**src/rtl/mips_cpu_bus_sequencer.sv**
```systemverilog
// mips_cpu_bus_sequencer
// Multi-cycle sequencer sharing the CPU's single memory port between
// instruction fetch and data load/store. Each instruction walks
// FETCH -> EXEC [-> MEM -> WB], with FETCH and MEM held on waitrequest.
// Fetching HALT_ADDR parks the CPU until reset.
//
// Ports:
//   clk, reset            rising-edge clock, async active-high reset
//   waitrequest, readdata bus stall and read data
//   address, read, write, writedata, byteenable   bus request
//   pc                    current PC value (fetch address)
//   ctrl_mem_read/write   load/store decoded from the latched instruction
//   data_addr, data_wdata, data_be   load/store address, data and lanes
//   instr, mem_rdata      latched instruction word and load data
//   pc_en, reg_write_en   one-cycle commit pulses (EXEC or WB)
//   active                high while the CPU is running
//
// state | meaning
// IDLE  | after reset, one cycle before the first fetch
// FETCH | instruction read at pc (no read if pc is the halt address)
// EXEC  | decoder/ALU settle on instr; non-memory instructions commit
// MEM   | data load/store at data_addr
// WB    | commit of a load/store
// HALT  | terminal, left only by reset
module mips_cpu_bus_sequencer #(
   parameter logic [31:0] HALT_ADDR = 32'h0000_0000
) (
   input  logic        clk,
   input  logic        reset,
   input  logic        waitrequest,
   input  logic [31:0] readdata,
   output logic [31:0] address,
   output logic        read,
   output logic        write,
   output logic [31:0] writedata,
   output logic [3:0]  byteenable,
   input  logic [31:0] pc,
   input  logic        ctrl_mem_read,
   input  logic        ctrl_mem_write,
   input  logic [31:0] data_addr,
   input  logic [31:0] data_wdata,
   input  logic [3:0]  data_be,
   output logic [31:0] instr,
   output logic [31:0] mem_rdata,
   output logic        pc_en,
   output logic        reg_write_en,
   output logic        active
);

   typedef enum logic [2:0] {
      IDLE  = 3'd0,
      FETCH = 3'd1,
      EXEC  = 3'd2,
      MEM   = 3'd3,
      WB    = 3'd4,
      HALT  = 3'd5
   } state_t;

   state_t state;

   logic mem_req;
   logic mem_is_read;
   logic fetch_halt;

   assign mem_req     = ctrl_mem_read | ctrl_mem_write;
   // A store wins when both controls are raised; the read is suppressed.
   assign mem_is_read = ctrl_mem_read & ~ctrl_mem_write;
   assign fetch_halt  = (pc == HALT_ADDR);

   always_ff @(posedge clk or posedge reset) begin
      if (reset) begin
         state     <= IDLE;
         instr     <= 32'h0;
         mem_rdata <= 32'h0;
      end else begin
         case (state)
            IDLE:  state <= FETCH;
            FETCH: begin
               if (fetch_halt) begin
                  state <= HALT;
               end else if (!waitrequest) begin
                  instr <= readdata;
                  state <= EXEC;
               end
            end
            EXEC:  state <= mem_req ? MEM : FETCH;
            MEM: begin
               if (!waitrequest) begin
                  if (mem_is_read) mem_rdata <= readdata;
                  state <= WB;
               end
            end
            WB:    state <= FETCH;
            HALT:  state <= HALT;
            default: state <= IDLE;
         endcase
      end
   end

   // Bus and commit outputs are decoded from the state so an async reset
   // drops any in-flight strobe immediately.
   always_comb begin
      address      = 32'h0;
      read         = 1'b0;
      write        = 1'b0;
      writedata    = 32'h0;
      byteenable   = 4'h0;
      pc_en        = 1'b0;
      reg_write_en = 1'b0;
      active       = 1'b0;
      case (state)
         FETCH: begin
            active = 1'b1;
            if (!fetch_halt) begin
               address    = pc;
               read       = 1'b1;
               byteenable = 4'hF;
            end
         end
         EXEC: begin
            active       = 1'b1;
            pc_en        = ~mem_req;
            reg_write_en = ~mem_req;
         end
         MEM: begin
            active     = 1'b1;
            address    = data_addr;
            byteenable = data_be;
            writedata  = data_wdata;
            write      = ctrl_mem_write;
            read       = mem_is_read;
         end
         WB: begin
            active       = 1'b1;
            pc_en        = 1'b1;
            reg_write_en = 1'b1;
         end
         default: ;
      endcase
   end

endmodule

```
**config.mk**
```make
export PLATFORM = sky130hd
export DESIGN_NAME = mips_cpu_bus_sequencer
export DESIGN_NICKNAME = d
export VERILOG_FILES = /design/src/rtl/mips_cpu_bus_sequencer.sv
export SDC_FILE = /design/constraint.sdc
export NUM_CORES = 1
export LEC_CHECK = 0
export BUFFER_PORTS_ARGS = -buffer_cell sky130_fd_sc_hd__buf_2
export CAP_MARGIN = 0
export CORE_AREA = 2 2 107 109
export CTS_CLUSTER_SIZE = 8
export DETAILED_ROUTE_END_ITERATION = 6
export DIE_AREA = 0 0 109 111
export PLACE_DENSITY_LB_ADDON = 0.08
export SLEW_MARGIN = 10
export SYNTH_ARGS = -nofsm -noshare
export SYNTH_HDL_FRONTEND = slang
export SYNTH_SLANG_ARGS = --single-unit
export TNS_END_PERCENT = 20
```
**constraint.sdc**
```tcl
create_clock -name clk -period 2.3 [get_ports clk]
set_input_delay 0.23 -clock clk [delete_from_list [all_inputs] [get_ports clk]]
set_output_delay 0.23 -clock clk [all_outputs]
set_load 0.02 [all_outputs]
```
Yosys cells after proc, flatten, opt, wreduce, memory -nomap -nowiden
Cells that the tools add are included.
Widths: inputs -> output; s select.
- equality and inequality tests: 7
- muxes and demuxes: 15
- bitwise logic cells: 6
- reductions and logical operators: 7
- operators with widths (kind ; number):
    $mux 32 ; 2
    $pmux 32 s2 ; 1
    $logic_not 32->1 ; 1
    $pmux 3 s5 ; 1
    $mux 3 ; 3
    $pmux 4 s2 ; 1
    $eq 3x2->1 const B ; 2
    $eq 3x3->1 const B ; 2
    $reduce_and 3->1 ; 2
    $mux 4 ; 1
    $not 1->1 ; 4
    $pmux 1 s2 ; 2
    $reduce_or 4->1 ; 1
    $eq 3x1->1 const B ; 1
    $logic_not 3->1 ; 1
    $mux 1 ; 3
    $ne 3x3->1 const B ; 1
    $mux 2 ; 1
    $ne 2x2->1 const B ; 1
    $reduce_and 2->1 ; 1
    $reduce_or 2->1 ; 1
    $and 1x1->1 ; 1
    $or 1x1->1 ; 1
- output and inout port bits: 137
- logic and storage cells: 38
- bits in registers: 67

Depth between registers and ports, before layout
Gate-level depths: netlist (run 1).
- word-level depth: 3
- mapped depth: 7
- depth with buffers taken out: 4

Worst setup path before layout (run 1)
OpenSTA, ideal clock, no wires.
- path type: register -> output
- from: register state[1]
- to: output reg_write_en
- path buffers: 3
- data required time: 2070 ps
- data arrival time: 1565 ps
- cell stages (with the launch flop): 8
- setup slack: 505 ps
- cells stage by stage: dfrtp_1 > buf_2 > inv_2 > nor2_2 > clkbuf_1 > a21oi_1 > nor2_1 > buf_4
- word-level cells in the longest chain between the ends: 2
- RTL lines (what ; RTL line ; text):
    start: declaration ; 59 ; state_t state;
    start signal: assignment ; 86 ; EXEC: state <= mem_req ? MEM : FETCH;
    $eq 3x3->1 / $eq 3x2->1 (equally long branches) ; n/a ;
    $pmux 1 s2 * ; n/a ;
    end: declaration ; 46 ; output logic reg_write_en,
Every way passes the cells marked *; elsewhere a longest branch is shown, timed or not.

Final worst setup path (run 1)
- from: register state[1]
- to: output address[3]
- word-level cells in the longest chain between the ends: 2
- RTL lines (what ; RTL line ; text):
    $eq 3x2->1 / $eq 3x1->1 (equally long branches) ; 111 ; case (state)
    $pmux 32 s2 * ; 111 ;
    end: declaration ; 32 ; output logic [31:0] address,
Marked as above.

==> results.ini, run 1 <==
[critical_path]
worstPathArrival_ps=1880
ff2ff_path_depth=5
start_kind=flip-flop
cp_data_required_time_ps=2070
cp_max_fo=28
end_kind=output pin
crit_type=reg2out

[finish]
drive_above_1_share_pct=65.4
layoutNonFillerInstCount=716
layout.nets=705
area_growth_pct=51.9
post-route-util_pct=49.5
num_antenna_cells=0
final_area_sq_um=5480

[sta]
finalCriticalPeriod_ps=2110
worst_slew_pin_slew_ps=403
finalCritPeriodShare_pct=91.7
hold_viol=0
rsz0062_at_grt=false
setup_violations=0
clock-skew-final_ps=7.08
drv_slew=0
max_freq_mhz=474
tns_ps=0
slew_headroom_pct=73.1

[drt]
drtAntennaViolNets=0
wirelength_mm=11.1
drc=0
viasPerCell=4.72
first_iter_violations=147
first_pass_iters=4
vias=3380
drt-wirelength-per-cell_microns=15.6

[global_routing]
grt_max_degree=68
antenna_found_initial=0
overflow=0
grt_pass1_wl_mm=17.0
first_global_vias=3409
grt_usage_pct=18.2

[logic_synthesis]
synth.net_count=435
netlist_area_sq_um=3610
ys_seq_elements=67
yosys_warnings=0
seq_area_frac_synth_pct=46.4
async_flop_share_pct=100
synth_ff_type=dfrtp_1
syn_inst=298
ys_types=36
synth.avg_cell_area_sq_um=12.1
synth-edff-count=0

[placed_design]
place_congestion=0.868
dp_cells=699
port_buffers=273
dpl_cell_area_sq_um=5140
hpwl_mm=8.80

[status]
status=complete, no violations

[clock_tree]
cts-resized-gates=0
cts_sinks=67
clk_path_buf_depth=2
cts_root_buffer=clkbuf_16
insertion_delay_ps=320
cts_max_level=3
post_cts_buffers=0
path_clk_slew_ps=60
cts_made_buffers=9
hold_buffers=1
cts_tree=done

[die]
ios=274
initial_core_util_pct=32.6
die_x_microns=109
die_area_sq_um=12100
row_count=39
fp.dieH_microns=111
core-area_sq_um=11100

[power_and_ir_drop]
powerDensity_nw_per_um2=1560
power.leakage_nw=3.14
max-vdd-ir-drop_uv=674
total_power_mw=8.55

[worst_hold_path]
hp-class=in2reg
whs_path_depth=2

[job]
drv_cap=0

-- layer usage --
layer,wire [microns],up-vias,GRT usage [%]
li1,-,1594,-
met1,4260,1608,19.7
met2,5870,164,33.5
met3,778,14,4.76
met4,240,0,6.07
met5,0,-,0
-- where the power goes --
part | leakage (nW) | internal, mW | total, mW | switching (mW)
sequential | 0.806 | 1.77 | 2.10 | 0.329
combinational | 2.17 | 2.04 | 4.95 | 2.91
clock | 0.164 | 0.989 | 1.50 | 0.513
-- final cells by class --
class / count / area (sq um)
fillers: 1018 / 5590
well taps: 143 / 179
clock inverters: 6 / 95.1
clock buffers: 10 / 239
inverters: 6 / 22.5
multi-input cells: 201 / 1790
repair buffers: 283 / 1480
flip-flops and latches: 67 / 1680
-- per-stage QoR --
stage	hold slack, ps	setup WS, ps
3_5_place_dp	335	193
3_3_place_gp	331	200
4_1_cts	134	174
5_1_grt	134	64.5
6_report	147	190
2_1_floorplan	362	387
-- kinds of logic after synthesis --
kind of cell / synth area share, %
AOI/OAI and AO/OA: 3.08
xor gates and xnor gates: 0.243
buffers and inverters: 4.16
DFF: 46.4
muxes: 31.9
and+or+nand+nor: 14.1
-- worst paths after layout --
kind | endpoint | startpoint | slack (ps)
max in group asynchronous | state[1]$_DFFE_PP0P_ | reset | 1470
min reg2reg | mem_rdata[23]$_DFFE_PP0P_ | mem_rdata[23]$_DFFE_PP0P_ | 490
max reg2reg | instr[31]$_DFFE_PP0P_ | state[1]$_DFFE_PP0P_ | 590
min in group asynchronous | mem_rdata[7]$_DFFE_PP0P_ | reset | 500
min | instr[17]$_DFFE_PP0P_ | readdata[17] | 150
max | address[3] | state[1]$_DFFE_PP0P_ | 190
-- cells in the final DEF, fill, tap and decap left out, types with 2 or more instances in the layout --
cell       Yosys  final
buf_2          9    273
dfrtp_1       67     66
nor2_1        36     36
mux2_2        33     33
and3_1        33     33
mux2i_1       32     32
mux2_4        30     30
clkbuf_16      0      9
nor4_2         6      6
buf_4          1      6
a21oi_1        5      5
inv_1          5      4
nor2b_1        3      3
buf_12         0      3
nor4_1         2      2
nand2b_1       2      2
inv_2          1      2
nor3_1         2      2
clkinv_4       0      2
inv_6          0      2
bufinv_16      0      2
-- critical path, cell delays in order (launching register included) --
cell and delay (ps):
dfrtp_2 360, buf_4 370, buf_4 360, mux2i_1 250
nor2_1 50, buf_2 160
-- registers in the layout, indices dropped and copies added, names as in the netlist --
signal     count
instr         32
mem_rdata     32
state          3
-- synth_stat cells (all sizes together), types with 2 or more instances --
cell type  instances  area [sq um]
clkbuf            10          37.5
a21oi              5          25.0
nor2              37           141
buf               14          90.1
nor4               8          87.6
mux2              64           833
inv                6          22.5
nand2b             2          12.5
mux2i             32           320
nand4              2          18.8
dfrtp             67          1680
nor2b              3          18.8
o21ai              2          21.3
and3              33           206
nor3               3          20.0
Power figures use the tool's default switching activity.
==> run 2: changes to the inputs <==
--- a/config.mk
+++ b/config.mk
@@ -11,6 +11,7 @@
 export CTS_CLUSTER_SIZE = 8
 export DETAILED_ROUTE_END_ITERATION = 6
 export DIE_AREA = 0 0 109 111
+export MAX_ROUTING_LAYER = met4
 export PLACE_DENSITY_LB_ADDON = 0.08
 export SLEW_MARGIN = 10
 export SYNTH_ARGS = -nofsm -noshare
==> run 2 against run 1 <==
Routed wire length hardly changed. Critical endpoint unchanged. Utilization stayed put. Non-clock buffer count stayed put. Die area stayed put.
==> results.ini, run 2 (synthesis results as in run 1) <==
[sta]
hold_viol=0  ; unchanged
worst_slew_pin_slew_ps=408  ; +5.78 ps
finalCritPeriodShare_pct=91.9  ; +0.13 points
setup_violations=0  ; unchanged
drv_slew=0  ; unchanged
slew_headroom_pct=72.8  ; -0.35 points
rsz0062_at_grt=false
tns_ps=0  ; unchanged
clock-skew-final_ps=7.02  ; -0.0632 ps
max_freq_mhz=473  ; -0.14%
finalCriticalPeriod_ps=2110  ; +2.95 ps

[critical_path]
critPathMaxStageDelay_ps=370  ; about the same
cp_top_family=buffers and inverters
start_kind=flip-flop
rr_startpoint=state[1]$_DFFE_PP0P_
crit_chain=buf_4 -> buf_4 -> mux2i_1 -> nor2_1 -> buf_2
worstPathArrival_ps=1880  ; about the same
critPathBufInv=3  ; unchanged
critPathSlowestCell=buf_4
crit_type=reg2out
crit_top_cell=buf_4
cp_max_fo=28  ; unchanged
crit_start=state[1]$_DFFE_PP0P_
cp_data_required_time_ps=2070  ; about the same
end_kind=output pin

[finish]
layoutNonFillerInstCount=716  ; unchanged
layout_common_cells=buf_2, dfrtp_1, nor2_1
drive_above_1_share_pct=65.4  ; unchanged
mostFrequentLayoutCell=buf_2
num_antenna_cells=0  ; unchanged
layout.nets=705  ; unchanged
post-route-util_pct=49.5  ; unchanged
largestRegisters=instr x32, mem_rdata x32, state x3
area_growth_pct=51.9  ; unchanged
final_area_sq_um=5480  ; unchanged

[clock_tree]
cts_root_buffer=clkbuf_16
cts_tree=done
cts-resized-gates=0  ; unchanged
path_clk_slew_ps=60  ; about the same
cts_max_level=3  ; unchanged
post_cts_buffers=0  ; unchanged
cts_made_buffers=9  ; unchanged
insertion_delay_ps=320  ; about the same
clk_path_buf_depth=2  ; unchanged
cts_sinks=67  ; unchanged
hold_buffers=1  ; unchanged

[die]
ios=274  ; unchanged
core-area_sq_um=11100  ; unchanged
row_count=39  ; unchanged
die_area_sq_um=12100  ; unchanged
initial_core_util_pct=32.6  ; unchanged
die_x_microns=109  ; unchanged
fp.dieH_microns=111  ; unchanged

[drt]
drc=0  ; unchanged
first_iter_violations=140  ; -4.8%
vias=3407  ; +0.80%
first_pass_iters=4  ; unchanged
drt-wirelength-per-cell_microns=15.6  ; about the same
drtAntennaViolNets=0  ; unchanged
viasPerCell=4.76  ; +0.80%
wirelength_mm=11.2  ; about the same

[placed_design]
dp_cells=699  ; unchanged
hpwl_mm=8.80  ; unchanged
dpl_cell_area_sq_um=5140  ; unchanged
place_congestion=0.882  ; +1.6%
port_buffers=273  ; unchanged

[global_routing]
first_global_vias=3418  ; +0.26%
grt_pass1_wl_mm=17.0  ; -0.16%
antenna_found_initial=0  ; unchanged
grt_max_degree=68  ; unchanged
overflow=0  ; unchanged
grt_usage_pct=18.7  ; +0.51 points

[status]
status=complete, no violations

[job]
drv_cap=0  ; unchanged

[power_and_ir_drop]
powerDensity_nw_per_um2=1560  ; about the same
max-vdd-ir-drop_uv=674  ; about the same
power.leakage_nw=3.14  ; unchanged
total_power_mw=8.55  ; about the same

[worst_hold_path]
worstHoldStart=readdata[17]
hp-class=in2reg

-- run 2: cell counts in the layout (fill, tap and decap cells not counted) --
Identical to the previous run, type by type.
-- run 2: report_power, final --
| part | switching [mW] | internal [mW] | total [mW] |
|---|---|---|---|
| registers | 0.327 | 1.77 | 2.10 |
| clock network | 0.513 | 0.989 | 1.50 |
| logic | 2.91 | 2.04 | 4.95 |
-- run 2: area by class of cell --
type	count	area (sq um)
Fill cell	1018	5590
Multi-Input combinational cell	201	1790
Sequential cell	67	1680
Timing Repair Buffer	283	1480
Clock buffer	10	239
Tap cell	143	179
Clock inverter	6	95.1
Inverter	6	22.5
-- run 2: stage by stage --
stage / hold WS [ps] / worst slack [ps]
finish: 147 / 187
global route: 134 / 64.4
CTS: 134 / 174
detailed placement: 335 / 193
global placement: 331 / 200
floorplan: 362 / 387
-- run 2: worst reg2reg max path, stage by stage, from the launching register on --
cell     delay [ps]
dfrtp_2         360
buf_4           370
nor3_2          120
o21ai_4          90
buf_12          280
mux2_2          390
-- run 2: final timing paths --
| kind | endpoint | slack, ps | depth (start not counted) |
|---|---|---|---|
| max | address[3] | 190 | 5 |
| min | instr[17]$_DFFE_PP0P_ | 150 | 2 |
| max reg2reg | instr[31]$_DFFE_PP0P_ | 590 | 5 |
| min reg2reg | mem_rdata[23]$_DFFE_PP0P_ | 490 | 1 |
| max in group asynchronous | state[1]$_DFFE_PP0P_ | 1470 | 4 |
| min in group asynchronous | mem_rdata[7]$_DFFE_PP0P_ | 500 | 4 |
-- run 2: per-layer routing --
layer / routed length, microns / GRT usage, % / part of all wire, % / vias to the layer above
li1: - / - / - / 1596
met1: 4320 / 20.1 / 39 / 1627
met2: 5900 / 33.5 / 53 / 170
met3: 703 / 4.17 / 6.3 / 14
met4: 227 / 6.07 / 2.0 / 0
met5: 0 / - / 0 / -
==> run 3: changes to the inputs <==
--- a/config.mk
+++ b/config.mk
@@ -5,9 +5,10 @@
 export SDC_FILE = /design/constraint.sdc
 export NUM_CORES = 1
 export LEC_CHECK = 0
-export BUFFER_PORTS_ARGS = -buffer_cell sky130_fd_sc_hd__buf_2
+export BUFFER_PORTS_ARGS = -buffer_cell sky130_fd_sc_hd__buf_4
 export CAP_MARGIN = 0
 export CORE_AREA = 2 2 107 109
+export CTS_BUF_LIST = sky130_fd_sc_hd__clkbuf_16
 export CTS_CLUSTER_SIZE = 8
 export DETAILED_ROUTE_END_ITERATION = 6
 export DIE_AREA = 0 0 109 111
==> run 3 against run 2 <==
Critical endpoint is now writedata[19]. Final cell count grew 0.28%. Critical path type unchanged. Non-clock buffer count rose by 2. Combinational power up 16%. Largest cell class is now non-clock buffers. Highest routed layer unchanged.
==> results.ini, run 3 (synthesis results as in run 1) <==
[worst_hold_path]
hp-class=in2reg

[critical_path]
worstPathArrival_ps=1790  ; -90 ps
cp_data_required_time_ps=2070  ; about the same
start_kind=flip-flop
end_kind=output pin
cp_max_fo=18  ; -36%
crit_type=reg2out

[drt]
drt-wirelength-per-cell_microns=16.3  ; +4.8%
first_pass_iters=4  ; unchanged
drtAntennaViolNets=0  ; unchanged
first_iter_violations=129  ; -7.9%
wirelength_mm=11.7  ; +5.1%
drc=0  ; unchanged
viasPerCell=4.67  ; -1.8%
vias=3354  ; -1.6%

[finish]
mostFrequentLayoutCell=buf_4
num_antenna_cells=0  ; unchanged
layout.nets=707  ; +0.28%
layout_common_cells=buf_4, dfrtp_1, nor2_1
largestRegisters=instr x32, mem_rdata x32, state x3
area_growth_pct=70.7
drive_above_1_share_pct=65.0  ; -0.40 points

[die]
die_area_sq_um=12100  ; unchanged
core-area_sq_um=11100  ; unchanged
ios=274  ; unchanged
die_x_microns=109  ; unchanged
initial_core_util_pct=32.6  ; unchanged
fp.dieH_microns=111  ; unchanged
row_count=39  ; unchanged

[clock_tree]
cts_sinks=67  ; unchanged
path_clk_slew_ps=60  ; about the same
post_cts_buffers=0  ; unchanged
cts_max_level=3  ; unchanged
insertion_delay_ps=320  ; about the same
clk_path_buf_depth=2  ; unchanged
cts_tree=done
cts_made_buffers=9  ; unchanged
cts_root_buffer=clkbuf_16

[sta]
finalCritPeriodShare_pct=87.8  ; -4.0 points
clock-skew-final_ps=5.44  ; -1.57 ps
hold_viol=0  ; unchanged
rsz0062_at_grt=false
finalCriticalPeriod_ps=2020  ; -92.5 ps
max_freq_mhz=495  ; +4.6%
tns_ps=0  ; unchanged
setup_violations=0  ; unchanged
drv_slew=0  ; unchanged
whs_ps=140  ; -6.49 ps
worst_slew_pin_slew_ps=463  ; +55.2 ps
slew_headroom_pct=69.1  ; -3.7 points

[power_and_ir_drop]
total_power_mw=9.28  ; +8.6%
max-vdd-ir-drop_uv=871  ; +29%
powerDensity_nw_per_um2=1510  ; -3.4%
power.leakage_nw=3.33  ; +6.0%

[global_routing]
grt_usage_pct=19.9  ; +1.2 points
grt_max_degree=61  ; -10%
first_global_vias=3377  ; -1.2%
grt_pass1_wl_mm=17.7  ; +4.3%
overflow=0  ; unchanged
antenna_found_initial=0  ; unchanged

[placed_design]
port_buffers=273  ; unchanged
hpwl_mm=9.26  ; +5.1%
place_congestion=0.867  ; -1.7%

[job]
drv_cap=0  ; unchanged

[status]
status=complete, no violations

-- run 3: metal layers --
| layer | share of wire, % | vias up | global-route usage (%) |
|---|---|---|---|
| met5 | 0 | - | - |
| met3 | 6.8 | 8 | 4.64 |
| met1 | 38 | 1594 | 22.7 |
| met4 | 1.1 | 0 | 5.30 |
| li1 | - | 1606 | - |
| met2 | 54 | 146 | 34.5 |
-- run 3: repair_timing --
action	in CTS	in global routing
hold buffers	1	0
setup endpoints to repair	0	1
hold endpoints to repair	7	0
resized for setup	0	1
-- run 3: worst max-delay path, cell delays in order (launching register included) --
cell and delay [ps]:
dfrtp_2 510, inv_2 110, nor2_4 260, buf_4 250, and3_1 200, buf_4 140
-- run 3: final cells by class --
class | instances | area, sq um
fillers | 973 | 4910
well taps | 143 | 179
clock buffers | 9 | 225
repair buffers | 285 | 2180
flip-flops and latches | 67 | 1680
multi-input cells | 201 | 1790
inverters | 6 | 22.5
clock inverters | 7 | 85.1
-- run 3: final timing paths --
path	startpoint	to	slack, ps	depth (start not counted)
max	state[1]$_DFFE_PP0P_	writedata[19]	280	5
min	readdata[23]	mem_rdata[23]$_DFFE_PP0P_	140	2
max reg2reg	state[1]$_DFFE_PP0P_	mem_rdata[4]$_DFFE_PP0P_	550	5
min reg2reg	mem_rdata[8]$_DFFE_PP0P_	mem_rdata[8]$_DFFE_PP0P_	500	1
max in group asynchronous	reset	state[1]$_DFFE_PP0P_	1360	4
min in group asynchronous	reset	mem_rdata[7]$_DFFE_PP0P_	360	3
-- run 3: power by group --
group	internal (mW)	total [mW]	switching, mW
combinational	2.74	5.72	2.98
sequential	1.77	2.16	0.383
clock	0.936	1.41	0.471
-- run 3: through the flow --
stage / area [sq um] / cells / util (%) / setup WS [ps]
after floorplan: 3610 / 298 / - / 387
after global placement: 5840 / 701 / 52.7 / 216
after detailed placement: 5840 / 701 / 52.7 / 201
after CTS: 6160 / 718 / 55.6 / 110
after global routing: 6160 / 718 / 55.6 / 120
final: 6160 / 718 / 55.6 / 280
